===== src/rtl/config_pkg.sv =====
// Minimal core configuration package: only the fields this block consumes.
package config_pkg;

    typedef struct packed {
        int unsigned XLEN;
    } cva6_cfg_t;

    localparam cva6_cfg_t cva6_cfg_empty = '{XLEN: 64};

endpackage


===== src/rtl/hpm_overflow_ctrl.sv =====
// HPM counter overflow control: per-counter privilege inhibit bits, sticky overflow
// flags, scountovf view and the local counter-overflow interrupt (LCOFI).
module hpm_overflow_ctrl #(
    parameter config_pkg::cva6_cfg_t CVA6Cfg     = config_pkg::cva6_cfg_empty,
    parameter int unsigned           NumCounters = 6
) (
    input  logic                                clk_i,
    input  logic                                rst_ni,
    input  logic                                debug_mode_i,
    input  logic [1:0]                          priv_lvl_i,
    input  logic [NumCounters-1:0]              cnt_inc_i,
    input  logic [NumCounters-1:0][63:0]        cnt_val_i,
    input  logic [NumCounters-1:0]              cnt_we_i,
    input  logic [11:0]                         addr_i,
    input  logic                                we_i,
    input  logic [CVA6Cfg.XLEN-1:0]             data_i,
    output logic [CVA6Cfg.XLEN-1:0]             data_o,
    input  logic                                lcofi_clr_i,
    output logic [NumCounters-1:0]              inc_en_o,
    output logic [NumCounters-1:0]              of_o,
    output logic                                lcofi_o
);

    localparam int unsigned XLEN = CVA6Cfg.XLEN;

    // RV32 keeps the config bits in the high half (mhpmeventh); the low half maps nothing.
    localparam logic [11:0] CfgBase    = (XLEN == 64) ? 12'h323 : 12'h723;
    localparam logic [11:0] ScountovfA = 12'hDA0;

    localparam logic [1:0] PrivU = 2'b00;
    localparam logic [1:0] PrivS = 2'b01;
    localparam logic [1:0] PrivM = 2'b11;

    logic [NumCounters-1:0] r_of;
    logic [NumCounters-1:0] r_minh;
    logic [NumCounters-1:0] r_sinh;
    logic [NumCounters-1:0] r_uinh;
    logic                   r_lcofi;

    logic [NumCounters-1:0] w_of_nxt;
    logic [NumCounters-1:0] w_minh_nxt;
    logic [NumCounters-1:0] w_sinh_nxt;
    logic [NumCounters-1:0] w_uinh_nxt;
    logic                   w_lcofi_nxt;

    logic [NumCounters-1:0] w_cfg_sel;
    logic [NumCounters-1:0] w_cfg_wr;
    logic [NumCounters-1:0] w_ovf_evt;
    logic [3:0]             w_wr_field;
    logic                   w_unused_data;

    assign w_wr_field    = data_i[XLEN-1 -: 4];
    assign w_unused_data = ^data_i[XLEN-5:0];

    always_comb begin
        w_cfg_sel = '0;
        w_ovf_evt = '0;
        inc_en_o  = '0;
        for (int i = 0; i < NumCounters; i++) begin
            w_cfg_sel[i] = (addr_i == CfgBase + 12'(i));
            w_ovf_evt[i] = cnt_inc_i[i] & (&cnt_val_i[i]) & ~cnt_we_i[i] & ~debug_mode_i;
            inc_en_o[i]  = ~((r_minh[i] & (priv_lvl_i == PrivM)) |
                             (r_sinh[i] & (priv_lvl_i == PrivS)) |
                             (r_uinh[i] & (priv_lvl_i == PrivU)) |
                             debug_mode_i);
        end
        w_cfg_wr = w_cfg_sel & {NumCounters{we_i}};
    end

    // Hardware overflow beats a same-cycle software write of the OF bit.
    always_comb begin
        w_of_nxt   = r_of;
        w_minh_nxt = r_minh;
        w_sinh_nxt = r_sinh;
        w_uinh_nxt = r_uinh;
        for (int i = 0; i < NumCounters; i++) begin
            if (w_cfg_wr[i]) begin
                w_of_nxt[i]   = w_wr_field[3];
                w_minh_nxt[i] = w_wr_field[2];
                w_sinh_nxt[i] = w_wr_field[1];
                w_uinh_nxt[i] = w_wr_field[0];
            end
            if (w_ovf_evt[i]) begin
                w_of_nxt[i] = 1'b1;
            end
        end
        // Only a fresh 0->1 hardware transition raises the interrupt.
        w_lcofi_nxt = (|(w_ovf_evt & ~r_of)) | (r_lcofi & ~lcofi_clr_i);
    end

    always_ff @(posedge clk_i or negedge rst_ni) begin
        if (!rst_ni) begin
            r_of    <= '0;
            r_minh  <= '0;
            r_sinh  <= '0;
            r_uinh  <= '0;
            r_lcofi <= 1'b0;
        end else begin
            r_of    <= w_of_nxt;
            r_minh  <= w_minh_nxt;
            r_sinh  <= w_sinh_nxt;
            r_uinh  <= w_uinh_nxt;
            r_lcofi <= w_lcofi_nxt;
        end
    end

    always_comb begin
        data_o = '0;
        if (addr_i == ScountovfA) begin
            for (int i = 0; i < NumCounters; i++) begin
                data_o[i+3] = r_of[i];
            end
        end
        for (int i = 0; i < NumCounters; i++) begin
            if (w_cfg_sel[i]) begin
                data_o[XLEN-1 -: 4] = {r_of[i], r_minh[i], r_sinh[i], r_uinh[i]};
            end
        end
    end

    assign of_o    = r_of;
    assign lcofi_o = r_lcofi;

endmodule


===== config.mk =====
export PLATFORM = sky130hd
export DESIGN_NAME = hpm_overflow_ctrl
export DESIGN_NICKNAME = d
export VERILOG_FILES = /design/src/rtl/config_pkg.sv /design/src/rtl/hpm_overflow_ctrl.sv
export SDC_FILE = /design/constraint.sdc
export NUM_CORES = 1
export LEC_CHECK = 0
export ABC_CLOCK_PERIOD_IN_PS = 4200
export CORE_AREA = 2 2 218 220
export DETAILED_ROUTE_END_ITERATION = 8
export DIE_AREA = 0 0 220 222
export PLACE_DENSITY = 0.35
export SYNTH_ARGS = -nofsm -noshare
export SYNTH_HDL_FRONTEND = slang
export SYNTH_SLANG_ARGS = --single-unit

===== constraint.sdc =====
create_clock -name clk_i -period 4.2 [get_ports clk_i]
set_clock_uncertainty 0.2 [all_clocks]
set_input_delay 0.84 -clock clk_i [delete_from_list [all_inputs] [get_ports clk_i]]
set_output_delay 0.84 -clock clk_i [all_outputs]
set_load 0.01 [all_outputs]

==> run_results.csv <==
group,metric,value,unit
logic_synthesis,synth_mux_area_frac,0.110,
critical_path,critical_path.n_buffers_inverters,2,
critical_path,critPathTopFamily,"buffers and inverters",
logic_synthesis,post_synth_main_area_contributors,"dfrtp_1 21%, nand4_1 19%, buf_4 14%, mux2_2 10%, nand4b_1 3.9%",
detailed_routing,detailroute.via_count,4619,
finish,utilization_after_layout,0.178,
critical_path,path_cells,"clkdlybuf4s50_1, mux2_2, a221oi_1, clkdlybuf4s50_1",
finish,layout.filler_cells,5181,
placed_design,gp_congestion,0.794,
hold_path,min_from,"of_o[5]",
global_route,number_of_global_route_vias_before_repair,5012,
logic_synthesis,synth_top_family_by_area,"simple AND/OR/NAND/NOR gates",
pwr,switching_share,0.239,
global_route,track_usage,0.0876,
sta,timing.final.hold_violations,0,
finish,areaGrowthSynthToFinish,181,%
logic_synthesis,synthMostInstantiatedCell,"nand4_1",
sta,max_slew_margin,0.475,
logic_synthesis,post_synth_instance_area,2920,µm²
critical_path,worstPathRequired,3.16,ns
pwr,share_of_power_burned_in_combinational_logic,0.528,
cts,clk_transition_reported_paths,0.07,ns
finish,layout-drive-gt1-share,0.0957,
logic_synthesis,synth-async-reset-ratio,1.00,
pwr,leakage,2.95,nW
floorplan,rows,79,
logic_synthesis,synth_adder_area_share,0,
sta,grt_setup_unrepaired,"true",
pwr,clock_power_share,0.225,
critical_path,worstSetupPathType,"in -> out",
sta,final.setup.tns,0,ns
floorplan,design.core.area,46300,µm²
job,max_cap_viol_count,0,
cts,hold_buffers,0,
placed_design,port_buffers,441,
pwr,max_ir_drop_vdd,0.107,mV
critical_path,timing.critical_path.from,"priv_lvl_i[1]",
logic_synthesis,synth_top_cell_area_share,0.214,
global_route,grt_pass1_wl,31600,µm
detailed_routing,drc_errors,0,
logic_synthesis,post_synth_and_or_nand_nor_area_fraction,0.437,
logic_synthesis,synthDistinctLibCells,46,
sta,timing.final.max_slew_violations,0,
detailed_routing,detailedRoute.firstIterationViolations,121,
logic_synthesis,syn_inst,346,
pwr,power.share.sequential,0.247,
pwr,power-per-cell-area,119,nW/µm²
finish,finalInstanceArea,8220,µm²
sta,max_slew.worst_pin.slew,0.785,ns
cts,htreeDepth,1,
critical_path,worstSetupEndpointType,"primary output",
sta,setup_viol,0,
floorplan,initial_core_utilization,0.0632,
finish,nNetsFinal,1295,
detailed_routing,ant_nets,0,
logic_synthesis,synthTopCellsByCount,"88 x nand4_1, 54 x buf_4, 26 x mux2_2",
floorplan,die_h,222,µm
cts,cts_sinks,25,
cts,clk-insertion-delay-late,0.26,ns
detailed_routing,via_per_inst,3.25,
sta,timing.final.crit_share,0.981,
logic_synthesis,yosys_warnings,0,
critical_path,critPathArrivalTime,3.08,ns
global_route,overflow,0,
detailed_routing,wirelength,23100,µm
cts,clockRootBuffer,"clkbuf_16",
run_status,status,"complete, no violations",
cts,tritoncts.num_buffers,3,
sta,timing.final.crit_period,4.12,ns
critical_path,timing.critical_path.fanout_max,7,
placed_design,placement.cell_area,8080,µm²
logic_synthesis,syn_area_cell,8.45,µm²
logic_synthesis,synth_top_flop_cell,"dfrtp_1",
placed_design,place.detailed.hpwl,21200,µm
critical_path,cp-start-kind,"primary input",
critical_path,library_cell_contributing_the_largest_single_delay_on_the_critical_path,"clkdlybuf4s50_1",
sta,max_clock_freq,243,MHz
critical_path,crit-reg2reg-launch,"of_o[1]",
cts,cts_tree,"done",
cts,cts_max_path_buffers,2,
logic_synthesis,synth_area_leader_cell,"dfrtp_1",
hold_path,hold_path_class,"reg -> reg",
global_route,grt_start_max_net_pins,26,
logic_synthesis,synth_xor_xnor_area_share,0,
logic_synthesis,synthesis_stage_register_bit_count,25,
pwr,total_power,0.982,mW
floorplan,die-width,220,µm
detailed_routing,wl_per_cell,16.2,µm
logic_synthesis,synth_edf_count,0,
floorplan,dieArea,48800,µm²
logic_synthesis,ys_seq_area_frac,0.214,
detailed_routing,first_pass_iters,4,
critical_path,timing.critical_path.slowest_cell_delay,0.70,ns
pwr,net_switching,0.235,mW
global_route,antenna_found_initial,4,
floorplan,boundaryPins,556,
critical_path,crit_path_frequent_cell,"clkdlybuf4s50_1",
pwr,power_report.internal_total,0.747,mW
logic_synthesis,synth_compound_gate_area_share,0.0881,
[layer usage]
| layer | up-vias | GRT usage | routed length, µm |
|---|---|---|---|
| met5 | - | 0 | 14 |
| met4 | 2 | 0.0115 | 272 |
| met3 | 16 | 0.0162 | 2070 |
| met2 | 264 | 0.168 | 11900 |
| met1 | 2086 | 0.102 | 8860 |
| li1 | 2251 | - | - |
[stage by stage]
step / worst slack (ns) / cells / hold WS [ns]
6_report: 0.0778 / 1423 / 0.334
5_1_grt: -0.00810 / 1423 / 0.358
4_1_cts: 0.00969 / 1420 / 0.339
3_5_place_dp: -0.377 / 1414 / 0.324
3_3_place_gp: -0.383 / 1414 / 0.315
2_1_floorplan: 0.934 / 399 / 0.295
[final cells by class]
cell class              instances  area, µm²  area share
multi-input cells             312       2090       0.254
diodes                          1       2.50    0.000305
inverters                       3       11.3     0.00137
repair buffers                471       4650       0.566
clock buffers                   3       75.1     0.00914
flip-flops and latches         25        626      0.0761
well taps                     607        759      0.0924
clock inverters                 1       5.00    0.000609
[flip-flops by register name, indices dropped and copies added (netlist names)]
signal,cells
of_o,6
r_minh,6
r_sinh,6
r_uinh,6
lcofi_o,1
[layout by cell type (no fill, tap or decap), types with 3 or more instances in the layout]
cell / count
a221oi_1: 7
clkbuf_16: 3
mux2_2: 26
nand3_1: 8
mux2i_1: 3
nor4_1: 14
nand4b_1: 13
buf_4: 28
buf_6: 3
o21ai_0: 5
nor2_1: 9
o22ai_1: 5
inv_1: 3
nor3_1: 10
nand4_1: 88
nor2b_1: 3
a211o_1: 3
and2_1: 5
nand2_1: 16
clkdlybuf4s50_1: 435
conb_1: 54
dfrtp_1: 25
or4_1: 7
[timing repair]
action / CTS / global route
buffers inserted: 2 / 2
resized for setup: 13 / 13
pin swaps: 3 / 5
setup endpoints to repair: 8 / 4
[power groups by stage]
stage	clock [mW]	sequential (mW)	combinational, mW
2_1_floorplan	0	0.247	0.102
3_3_place_gp	0	0.248	0.519
3_5_place_dp	0	0.248	0.520
4_1_cts	0.227	0.243	0.524
5_1_grt	0.237	0.243	0.555
6_report	0.220	0.243	0.519
[final timing paths]
path	cells after the start	slack (ns)	to
max reg2reg	4	2.64	lcofi_o
max	4	0.08	inc_en_o[0]
min in group asynchronous	2	0.76	r_uinh[5]
min reg2reg	1	0.33	of_o[5]
max in group asynchronous	2	2.78	lcofi_o
min	1	0.33	of_o[5]
[logic make-up after synthesis]
group,Yosys count
multiplexers,29
AND/OR/NAND/NOR,194
buffers and inverters,62
flip-flops,25
AO/OA/AOI/OAI,35
other,1
(Power assumes the default switching activity.)
